<file path="src/rtl/id_ex_pipe_buf_if.sv">
// ============================================================================
// Module      : id_ex_pipe_buf_if
// Description : Decode-to-execute bus: upstream handshake + fields, downstream
//               handshake + fields, flush and stall counter.
// Revision    : 1.0
// ============================================================================
`default_nettype none

interface id_ex_pipe_buf_if #(
    parameter int WB_SIZE  = 4,
    parameter int MEM_SIZE = 6,
    parameter int EX_SIZE  = 3,
    parameter int PC_W     = 32,
    parameter int RADDR_W  = 3,
    parameter int DATA_W   = 16,
    parameter int CNT_W    = 16
);
    logic                i_flush;
    logic                i_valid;
    logic                o_ready;
    logic [WB_SIZE-1:0]  i_WB;
    logic [MEM_SIZE-1:0] i_Mem;
    logic [EX_SIZE-1:0]  i_Ex;
    logic                i_chg_flag;
    logic [PC_W-1:0]     i_pc;
    logic [RADDR_W-1:0]  i_Rsrc1;
    logic [RADDR_W-1:0]  i_Rsrc2;
    logic [RADDR_W-1:0]  i_Rdst;
    logic [DATA_W-1:0]   i_immd;
    logic [DATA_W-1:0]   i_read_data1;
    logic [DATA_W-1:0]   i_read_data2;

    logic                o_valid;
    logic                i_ready;
    logic [WB_SIZE-1:0]  o_WB;
    logic [MEM_SIZE-1:0] o_Mem;
    logic [EX_SIZE-1:0]  o_Ex;
    logic                o_chg_flag;
    logic [PC_W-1:0]     o_pc;
    logic [RADDR_W-1:0]  o_Rsrc1;
    logic [RADDR_W-1:0]  o_Rsrc2;
    logic [RADDR_W-1:0]  o_Rdst;
    logic [DATA_W-1:0]   o_immd;
    logic [DATA_W-1:0]   o_read_data1;
    logic [DATA_W-1:0]   o_read_data2;
    logic [CNT_W-1:0]    o_stall_cnt;

    modport slave (
        input  i_flush, i_valid, i_WB, i_Mem, i_Ex, i_chg_flag, i_pc,
               i_Rsrc1, i_Rsrc2, i_Rdst, i_immd, i_read_data1, i_read_data2,
               i_ready,
        output o_ready, o_valid, o_WB, o_Mem, o_Ex, o_chg_flag, o_pc,
               o_Rsrc1, o_Rsrc2, o_Rdst, o_immd, o_read_data1, o_read_data2,
               o_stall_cnt
    );

    modport master (
        output i_flush, i_valid, i_WB, i_Mem, i_Ex, i_chg_flag, i_pc,
               i_Rsrc1, i_Rsrc2, i_Rdst, i_immd, i_read_data1, i_read_data2,
               i_ready,
        input  o_ready, o_valid, o_WB, o_Mem, o_Ex, o_chg_flag, o_pc,
               o_Rsrc1, o_Rsrc2, o_Rdst, o_immd, o_read_data1, o_read_data2,
               o_stall_cnt
    );
endinterface

`default_nettype wire

</file>
<file path="src/rtl/id_ex_pipe_buf.sv">
// ============================================================================
// Module      : id_ex_pipe_buf
// Description : ID/EX pipeline register with 2-entry skid buffer, flush,
//               bubble clearing of control fields and saturating stall counter.
// Revision    : 1.0
// ============================================================================
`default_nettype none

module id_ex_pipe_buf #(
    parameter int WB_SIZE  = 4,
    parameter int MEM_SIZE = 6,
    parameter int EX_SIZE  = 3,
    parameter int PC_W     = 32,
    parameter int RADDR_W  = 3,
    parameter int DATA_W   = 16,
    parameter int CNT_W    = 16
) (
    input  wire logic          clk,
    input  wire logic          rst,
    id_ex_pipe_buf_if.slave    bus
);
    localparam int CTRL_W = WB_SIZE + MEM_SIZE + EX_SIZE + 1;
    localparam int DAT_W  = PC_W + 3 * RADDR_W + 3 * DATA_W;

    logic              main_valid_q, main_valid_d;
    logic [CTRL_W-1:0] main_ctrl_q,  main_ctrl_d;
    logic [DAT_W-1:0]  main_data_q,  main_data_d;
    logic              skid_valid_q, skid_valid_d;
    logic [CTRL_W-1:0] skid_ctrl_q,  skid_ctrl_d;
    logic [DAT_W-1:0]  skid_data_q,  skid_data_d;
    logic [CNT_W-1:0]  stall_cnt_q,  stall_cnt_d;

    logic              w_in_fire;
    logic              w_out_fire;
    logic [CTRL_W-1:0] w_in_ctrl;
    logic [DAT_W-1:0]  w_in_data;

    assign w_in_ctrl  = {bus.i_WB, bus.i_Mem, bus.i_Ex, bus.i_chg_flag};
    assign w_in_data  = {bus.i_pc, bus.i_Rsrc1, bus.i_Rsrc2, bus.i_Rdst,
                         bus.i_immd, bus.i_read_data1, bus.i_read_data2};

    // Ready depends only on skid occupancy, so there is no path from i_ready.
    assign bus.o_ready = ~skid_valid_q;
    assign w_in_fire   = bus.i_valid & ~skid_valid_q;
    assign w_out_fire  = main_valid_q & bus.i_ready;

    always_comb begin
        main_valid_d = main_valid_q;
        main_ctrl_d  = main_ctrl_q;
        main_data_d  = main_data_q;
        skid_valid_d = skid_valid_q;
        skid_ctrl_d  = skid_ctrl_q;
        skid_data_d  = skid_data_q;
        stall_cnt_d  = stall_cnt_q;

        if (bus.i_flush) begin
            main_valid_d = 1'b0;
            main_ctrl_d  = '0;
            skid_valid_d = 1'b0;
            skid_ctrl_d  = '0;
        end else begin
            if (main_valid_q && !bus.i_ready && (stall_cnt_q != {CNT_W{1'b1}})) begin
                stall_cnt_d = stall_cnt_q + {{(CNT_W-1){1'b0}}, 1'b1};
            end

            if (!main_valid_q || w_out_fire) begin
                if (skid_valid_q) begin
                    main_valid_d = 1'b1;
                    main_ctrl_d  = skid_ctrl_q;
                    main_data_d  = skid_data_q;
                    if (w_in_fire) begin
                        skid_ctrl_d = w_in_ctrl;
                        skid_data_d = w_in_data;
                    end else begin
                        skid_valid_d = 1'b0;
                        skid_ctrl_d  = '0;
                    end
                end else if (w_in_fire) begin
                    main_valid_d = 1'b1;
                    main_ctrl_d  = w_in_ctrl;
                    main_data_d  = w_in_data;
                end else begin
                    // Bubble: control cleared at the register, data left stale.
                    main_valid_d = 1'b0;
                    main_ctrl_d  = '0;
                end
            end else if (w_in_fire) begin
                skid_valid_d = 1'b1;
                skid_ctrl_d  = w_in_ctrl;
                skid_data_d  = w_in_data;
            end
        end
    end

    always_ff @(posedge clk) begin
        if (rst) begin
            main_valid_q <= 1'b0;
            main_ctrl_q  <= '0;
            main_data_q  <= '0;
            skid_valid_q <= 1'b0;
            skid_ctrl_q  <= '0;
            skid_data_q  <= '0;
            stall_cnt_q  <= '0;
        end else begin
            main_valid_q <= main_valid_d;
            main_ctrl_q  <= main_ctrl_d;
            main_data_q  <= main_data_d;
            skid_valid_q <= skid_valid_d;
            skid_ctrl_q  <= skid_ctrl_d;
            skid_data_q  <= skid_data_d;
            stall_cnt_q  <= stall_cnt_d;
        end
    end

    assign bus.o_valid = main_valid_q;
    assign {bus.o_WB, bus.o_Mem, bus.o_Ex, bus.o_chg_flag} = main_ctrl_q;
    assign {bus.o_pc, bus.o_Rsrc1, bus.o_Rsrc2, bus.o_Rdst,
            bus.o_immd, bus.o_read_data1, bus.o_read_data2} = main_data_q;
    assign bus.o_stall_cnt = stall_cnt_q;

endmodule

`default_nettype wire
</file>
<file path="src/flat_wrapper.sv">
// flat-port wrapper written by rule: the top's interface ports become plain ports
module id_ex_pipe_buf_flat 
#(
    parameter int WB_SIZE  = 4,
    parameter int MEM_SIZE = 6,
    parameter int EX_SIZE  = 3,
    parameter int PC_W     = 32,
    parameter int RADDR_W  = 3,
    parameter int DATA_W   = 16,
    parameter int CNT_W    = 16
)
  (clk, rst, bus_i_flush, bus_i_valid, bus_i_WB, bus_i_Mem, bus_i_Ex, bus_i_chg_flag, bus_i_pc, bus_i_Rsrc1, bus_i_Rsrc2, bus_i_Rdst, bus_i_immd, bus_i_read_data1, bus_i_read_data2, bus_i_ready, bus_o_ready, bus_o_valid, bus_o_WB, bus_o_Mem, bus_o_Ex, bus_o_chg_flag, bus_o_pc, bus_o_Rsrc1, bus_o_Rsrc2, bus_o_Rdst, bus_o_immd, bus_o_read_data1, bus_o_read_data2, bus_o_stall_cnt);
  id_ex_pipe_buf_if #(.WB_SIZE(WB_SIZE), .MEM_SIZE(MEM_SIZE), .EX_SIZE(EX_SIZE), .PC_W(PC_W), .RADDR_W(RADDR_W), .DATA_W(DATA_W), .CNT_W(CNT_W)) bus_i ();
  input  wire logic clk;
  input  wire logic rst;
  input wire logic [$bits(bus_i.i_flush)-1:0] bus_i_flush;
  input wire logic [$bits(bus_i.i_valid)-1:0] bus_i_valid;
  input wire logic [$bits(bus_i.i_WB)-1:0] bus_i_WB;
  input wire logic [$bits(bus_i.i_Mem)-1:0] bus_i_Mem;
  input wire logic [$bits(bus_i.i_Ex)-1:0] bus_i_Ex;
  input wire logic [$bits(bus_i.i_chg_flag)-1:0] bus_i_chg_flag;
  input wire logic [$bits(bus_i.i_pc)-1:0] bus_i_pc;
  input wire logic [$bits(bus_i.i_Rsrc1)-1:0] bus_i_Rsrc1;
  input wire logic [$bits(bus_i.i_Rsrc2)-1:0] bus_i_Rsrc2;
  input wire logic [$bits(bus_i.i_Rdst)-1:0] bus_i_Rdst;
  input wire logic [$bits(bus_i.i_immd)-1:0] bus_i_immd;
  input wire logic [$bits(bus_i.i_read_data1)-1:0] bus_i_read_data1;
  input wire logic [$bits(bus_i.i_read_data2)-1:0] bus_i_read_data2;
  input wire logic [$bits(bus_i.i_ready)-1:0] bus_i_ready;
  output wire logic [$bits(bus_i.o_ready)-1:0] bus_o_ready;
  output wire logic [$bits(bus_i.o_valid)-1:0] bus_o_valid;
  output wire logic [$bits(bus_i.o_WB)-1:0] bus_o_WB;
  output wire logic [$bits(bus_i.o_Mem)-1:0] bus_o_Mem;
  output wire logic [$bits(bus_i.o_Ex)-1:0] bus_o_Ex;
  output wire logic [$bits(bus_i.o_chg_flag)-1:0] bus_o_chg_flag;
  output wire logic [$bits(bus_i.o_pc)-1:0] bus_o_pc;
  output wire logic [$bits(bus_i.o_Rsrc1)-1:0] bus_o_Rsrc1;
  output wire logic [$bits(bus_i.o_Rsrc2)-1:0] bus_o_Rsrc2;
  output wire logic [$bits(bus_i.o_Rdst)-1:0] bus_o_Rdst;
  output wire logic [$bits(bus_i.o_immd)-1:0] bus_o_immd;
  output wire logic [$bits(bus_i.o_read_data1)-1:0] bus_o_read_data1;
  output wire logic [$bits(bus_i.o_read_data2)-1:0] bus_o_read_data2;
  output wire logic [$bits(bus_i.o_stall_cnt)-1:0] bus_o_stall_cnt;
  assign bus_i.i_flush = bus_i_flush;
  assign bus_i.i_valid = bus_i_valid;
  assign bus_i.i_WB = bus_i_WB;
  assign bus_i.i_Mem = bus_i_Mem;
  assign bus_i.i_Ex = bus_i_Ex;
  assign bus_i.i_chg_flag = bus_i_chg_flag;
  assign bus_i.i_pc = bus_i_pc;
  assign bus_i.i_Rsrc1 = bus_i_Rsrc1;
  assign bus_i.i_Rsrc2 = bus_i_Rsrc2;
  assign bus_i.i_Rdst = bus_i_Rdst;
  assign bus_i.i_immd = bus_i_immd;
  assign bus_i.i_read_data1 = bus_i_read_data1;
  assign bus_i.i_read_data2 = bus_i_read_data2;
  assign bus_i.i_ready = bus_i_ready;
  assign bus_o_ready = bus_i.o_ready;
  assign bus_o_valid = bus_i.o_valid;
  assign bus_o_WB = bus_i.o_WB;
  assign bus_o_Mem = bus_i.o_Mem;
  assign bus_o_Ex = bus_i.o_Ex;
  assign bus_o_chg_flag = bus_i.o_chg_flag;
  assign bus_o_pc = bus_i.o_pc;
  assign bus_o_Rsrc1 = bus_i.o_Rsrc1;
  assign bus_o_Rsrc2 = bus_i.o_Rsrc2;
  assign bus_o_Rdst = bus_i.o_Rdst;
  assign bus_o_immd = bus_i.o_immd;
  assign bus_o_read_data1 = bus_i.o_read_data1;
  assign bus_o_read_data2 = bus_i.o_read_data2;
  assign bus_o_stall_cnt = bus_i.o_stall_cnt;
  id_ex_pipe_buf #(.WB_SIZE(WB_SIZE), .MEM_SIZE(MEM_SIZE), .EX_SIZE(EX_SIZE), .PC_W(PC_W), .RADDR_W(RADDR_W), .DATA_W(DATA_W), .CNT_W(CNT_W)) u_core (.clk(clk), .rst(rst), .bus(bus_i));
endmodule
</file>
<file path="config.mk">
export PLATFORM = sky130hd
export DESIGN_NAME = id_ex_pipe_buf_flat
export DESIGN_NICKNAME = d
export VERILOG_FILES = /design/src/rtl/id_ex_pipe_buf_if.sv /design/src/rtl/id_ex_pipe_buf.sv /design/src/flat_wrapper.sv
export SDC_FILE = /design/constraint.sdc
export NUM_CORES = 1
export LEC_CHECK = 0
export CAP_MARGIN = 20
export CORE_ASPECT_RATIO = 1.2
export CORE_MARGIN = 2
export CORE_UTILIZATION = 40
export CTS_CLUSTER_DIAMETER = 80
export CTS_CLUSTER_SIZE = 25
export DETAILED_ROUTE_END_ITERATION = 10
export HOLD_SLACK_MARGIN = 0.15
export PLACE_DENSITY = 0.64
export SLEW_MARGIN = 10
export SYNTH_ARGS = -nofsm -noshare
export SYNTH_HDL_FRONTEND = slang
export SYNTH_SLANG_ARGS = --single-unit
</file>
<file path="constraint.sdc">
create_clock -name clk -period 4.9 [get_ports clk]
set_input_delay 0.49 -clock clk [delete_from_list [all_inputs] [get_ports clk]]
set_output_delay 0.49 -clock clk [all_outputs]
set_load 0.01 [all_outputs]
</file>
==> results.ini <==
[power]
p_clk_share_pct=33.4
sw_frac_of_total_pct=23.8
internal_power_mw=2.67
power_mw=3.51
ir_worst_vdd_uv=281
cellPowerDensity_nw_per_um2=302
pwr-share-comb_pct=12.0
p_sw_mw=0.835
seqPwrFrac_pct=54.6
p_leak_nw=3.74

[sta]
hold_violations=0
fin_tns_setup_ns=0
slew_headroom_pct=29.9
post-route-period-util_pct=56.6
finalSetupViolations=0
fin_hold_ws_ns=0.457
timing.fmax_mhz=360
skew_ns=0.0103
slew_viol_final=0
grt_setup_unrepaired=no
fin_crit_ns=2.77
max_slew.worst_pin.slew_ns=1.05

[worst_setup_path]
crit_type=in -> reg
cp-end-kind=flip-flop
crit_fanout=76
critPathArrivalTime_ns=3.15
required_ns=5.28
worstSetupStartpointType=input pin

[die]
core_um2=21600
fp.dieH_um=166
ioPinCount=229
fp.dieW_um=139
row_count=59
die_area_um2=23200
start_util_pct=40.7

[drt]
drc=0
vias=7420
wl_per_cell_um=15.5
drtIter0Drc=339
wl_um=22500
ant_nets=0
first_pass_iters=4
vias_per_cell=5.13

[yosys]
synth_warnings=0
synth.most_common_cell=dfxtp_1
synthArstFlopShare_pct=0
synth_cell_types=35
synth-seq-area-share_pct=51.0
synth_edf_count=0
avgSynthCellArea_um2=8.82
synth_common_cells=dfxtp_1 (224), nand2_1 (182), nor2_1 (120)
yosys_register_bits=224
ys_top_cells_by_area=dfxtp_1 (51%), mux2i_1 (10%), a211oi_1 (8.0%)
syn_area_um2=8800
synth_nets=1106
synthFlopType=dfxtp_1
synth.largest_area_cell=dfxtp_1
syn_inst=997
yosysTopAreaCellShare_pct=51.0

[run_status]
status=finished clean

[global_route]
grt_util_all_layers_pct=18.4
grt_pass1_vias=6796
overflow=0
grt_max_degree=125
antenna_found_initial=1
grt_pass1_wl_um=35800

[finish]
area_growth_pct=32.0
drive_above_1_share_pct=3.76
final_nets=1275

[placement]
place_congestion=0.741
port_buffers=228
post-dp-hpwl_um=14300

[clock_tree]
post-cts-setup-buffers=0
root_buffer=clkbuf_16
clk_latency_ns=0.47
cts.sinks=224
cts_tree=yes
post_cts_resized=0
cts_buffers=13
htree_levels=1
clk_path_buf_depth=3
clkTransAtPathRegs_ns=0.09
hold_buffers=0

[job]
maxCapViolations=0

[min_path]
min_path_type=reg -> reg

==> critical path, stage by stage <==
cell and delay, ns:
clkdlybuf4s50_1 0.65, nor3_4 0.30, buf_4 0.57, buf_4 0.71, nor2_1 0.10, a211oi_1 0.23
==> cells by family (layout without fill, tap and decap cells) <==
logic type / count (synthesis) / after routing / share of synthesized area (%)
simple gates: 354 / 354 / 16.8
buf+inv: 88 / 262 / 3.84
mux: 94 / 94 / 10.8
compound gates: 236 / 236 / 17.5
flops: 224 / 224 / 51.0
other cells: 0 / 1 / 0
fa+ha+maj: 1 / 1 / 0.142
==> per-stage QoR <==
| stage | setup slack (ns) | instance area, um^2 | utilization, % | instances |
|---|---|---|---|---|
| finish | 2.13 | 11600 | 53.7 | 1446 |
| global route | 1.89 | 11600 | 53.7 | 1446 |
| CTS | 2.17 | 11600 | 53.7 | 1445 |
| detailed placement | 1.67 | 11200 | 51.8 | 1425 |
| global placement | 1.75 | 11200 | 51.8 | 1425 |
| floorplan | 2.83 | 8800 | - | 997 |
==> state kept, by name, summed over array words and instances, names as in the netlist <==
signal and flops:
u_core.bus.o_stall_cnt 16, u_core.bus.o_valid 1, u_core.main_ctrl_q 14, u_core.main_data_q 89
u_core.skid_ctrl_q 14, u_core.skid_data_q 89, u_core.skid_valid_q 1
==> per-layer routing <==
metal | routed length [um] | track usage (%) | share of wire (%) | vias to the layer above
met5 | 0 | 0 | 0 | -
met4 | 449 | 4.70 | 2.0 | 0
li1 | - | - | - | 3829
met2 | 11000 | 32.0 | 49 | 148
met3 | 1230 | 4.00 | 5.5 | 25
met1 | 9820 | 23.1 | 44 | 3418
==> worst paths after layout <==
check,from,endpoint,slack [ns],depth (start not counted)
min reg2reg,u_core.skid_data_q[70]$_SDFFE_PP0P_,u_core.skid_data_q[70]$_SDFFE_PP0P_,0.46,2
min,u_core.skid_data_q[70]$_SDFFE_PP0P_,u_core.skid_data_q[70]$_SDFFE_PP0P_,0.46,2
max reg2reg,u_core.bus.o_valid$_SDFFE_PP0N_,u_core.main_data_q[73]$_SDFFE_PP0P_,2.23,6
max,bus_i_flush,u_core.main_data_q[73]$_SDFFE_PP0P_,2.13,6
==> final cells by class <==
| type | count | area [um^2] |
|---|---|---|
| Timing Repair Buffer | 238 | 2370 |
| Antenna cell | 1 | 2.50 |
| Clock buffer | 15 | 343 |
| Tap cell | 274 | 343 |
| Sequential cell | 224 | 4490 |
| Fill cell | 2039 | 10000 |
| Clock inverter | 5 | 55.1 |
| Inverter | 4 | 15.0 |
| Multi-Input combinational cell | 685 | 3990 |
==> cell usage in the layout (no fill, tap or decap), drive strengths merged, types with 5 or more instances in the layout <==
master and n:
a22o 9, nor2 120, mux2i 89, dfxtp 224, a2bb2oi 5, o31ai 8
or4 9, a211oi 94, nor2b 6, buf 11, inv 6, clkdlybuf4s50 227
nor4 5, nand4 5, a21oi 102, a221oi 9, nand2 182, mux2 5
nor3 12, a22oi 5, clkbuf 15
==> power by group through the flow <==
stage | registers [mW] | clock network, mW | logic [mW]
floorplan | 1.98 | 0 | 0.157
global placement | 1.96 | 0 | 0.422
detailed placement | 1.96 | 0 | 0.425
CTS | 1.92 | 1.22 | 0.426
global route | 1.92 | 1.29 | 0.459
finish | 1.91 | 1.17 | 0.421
Power figures use the tool's default switching activity.
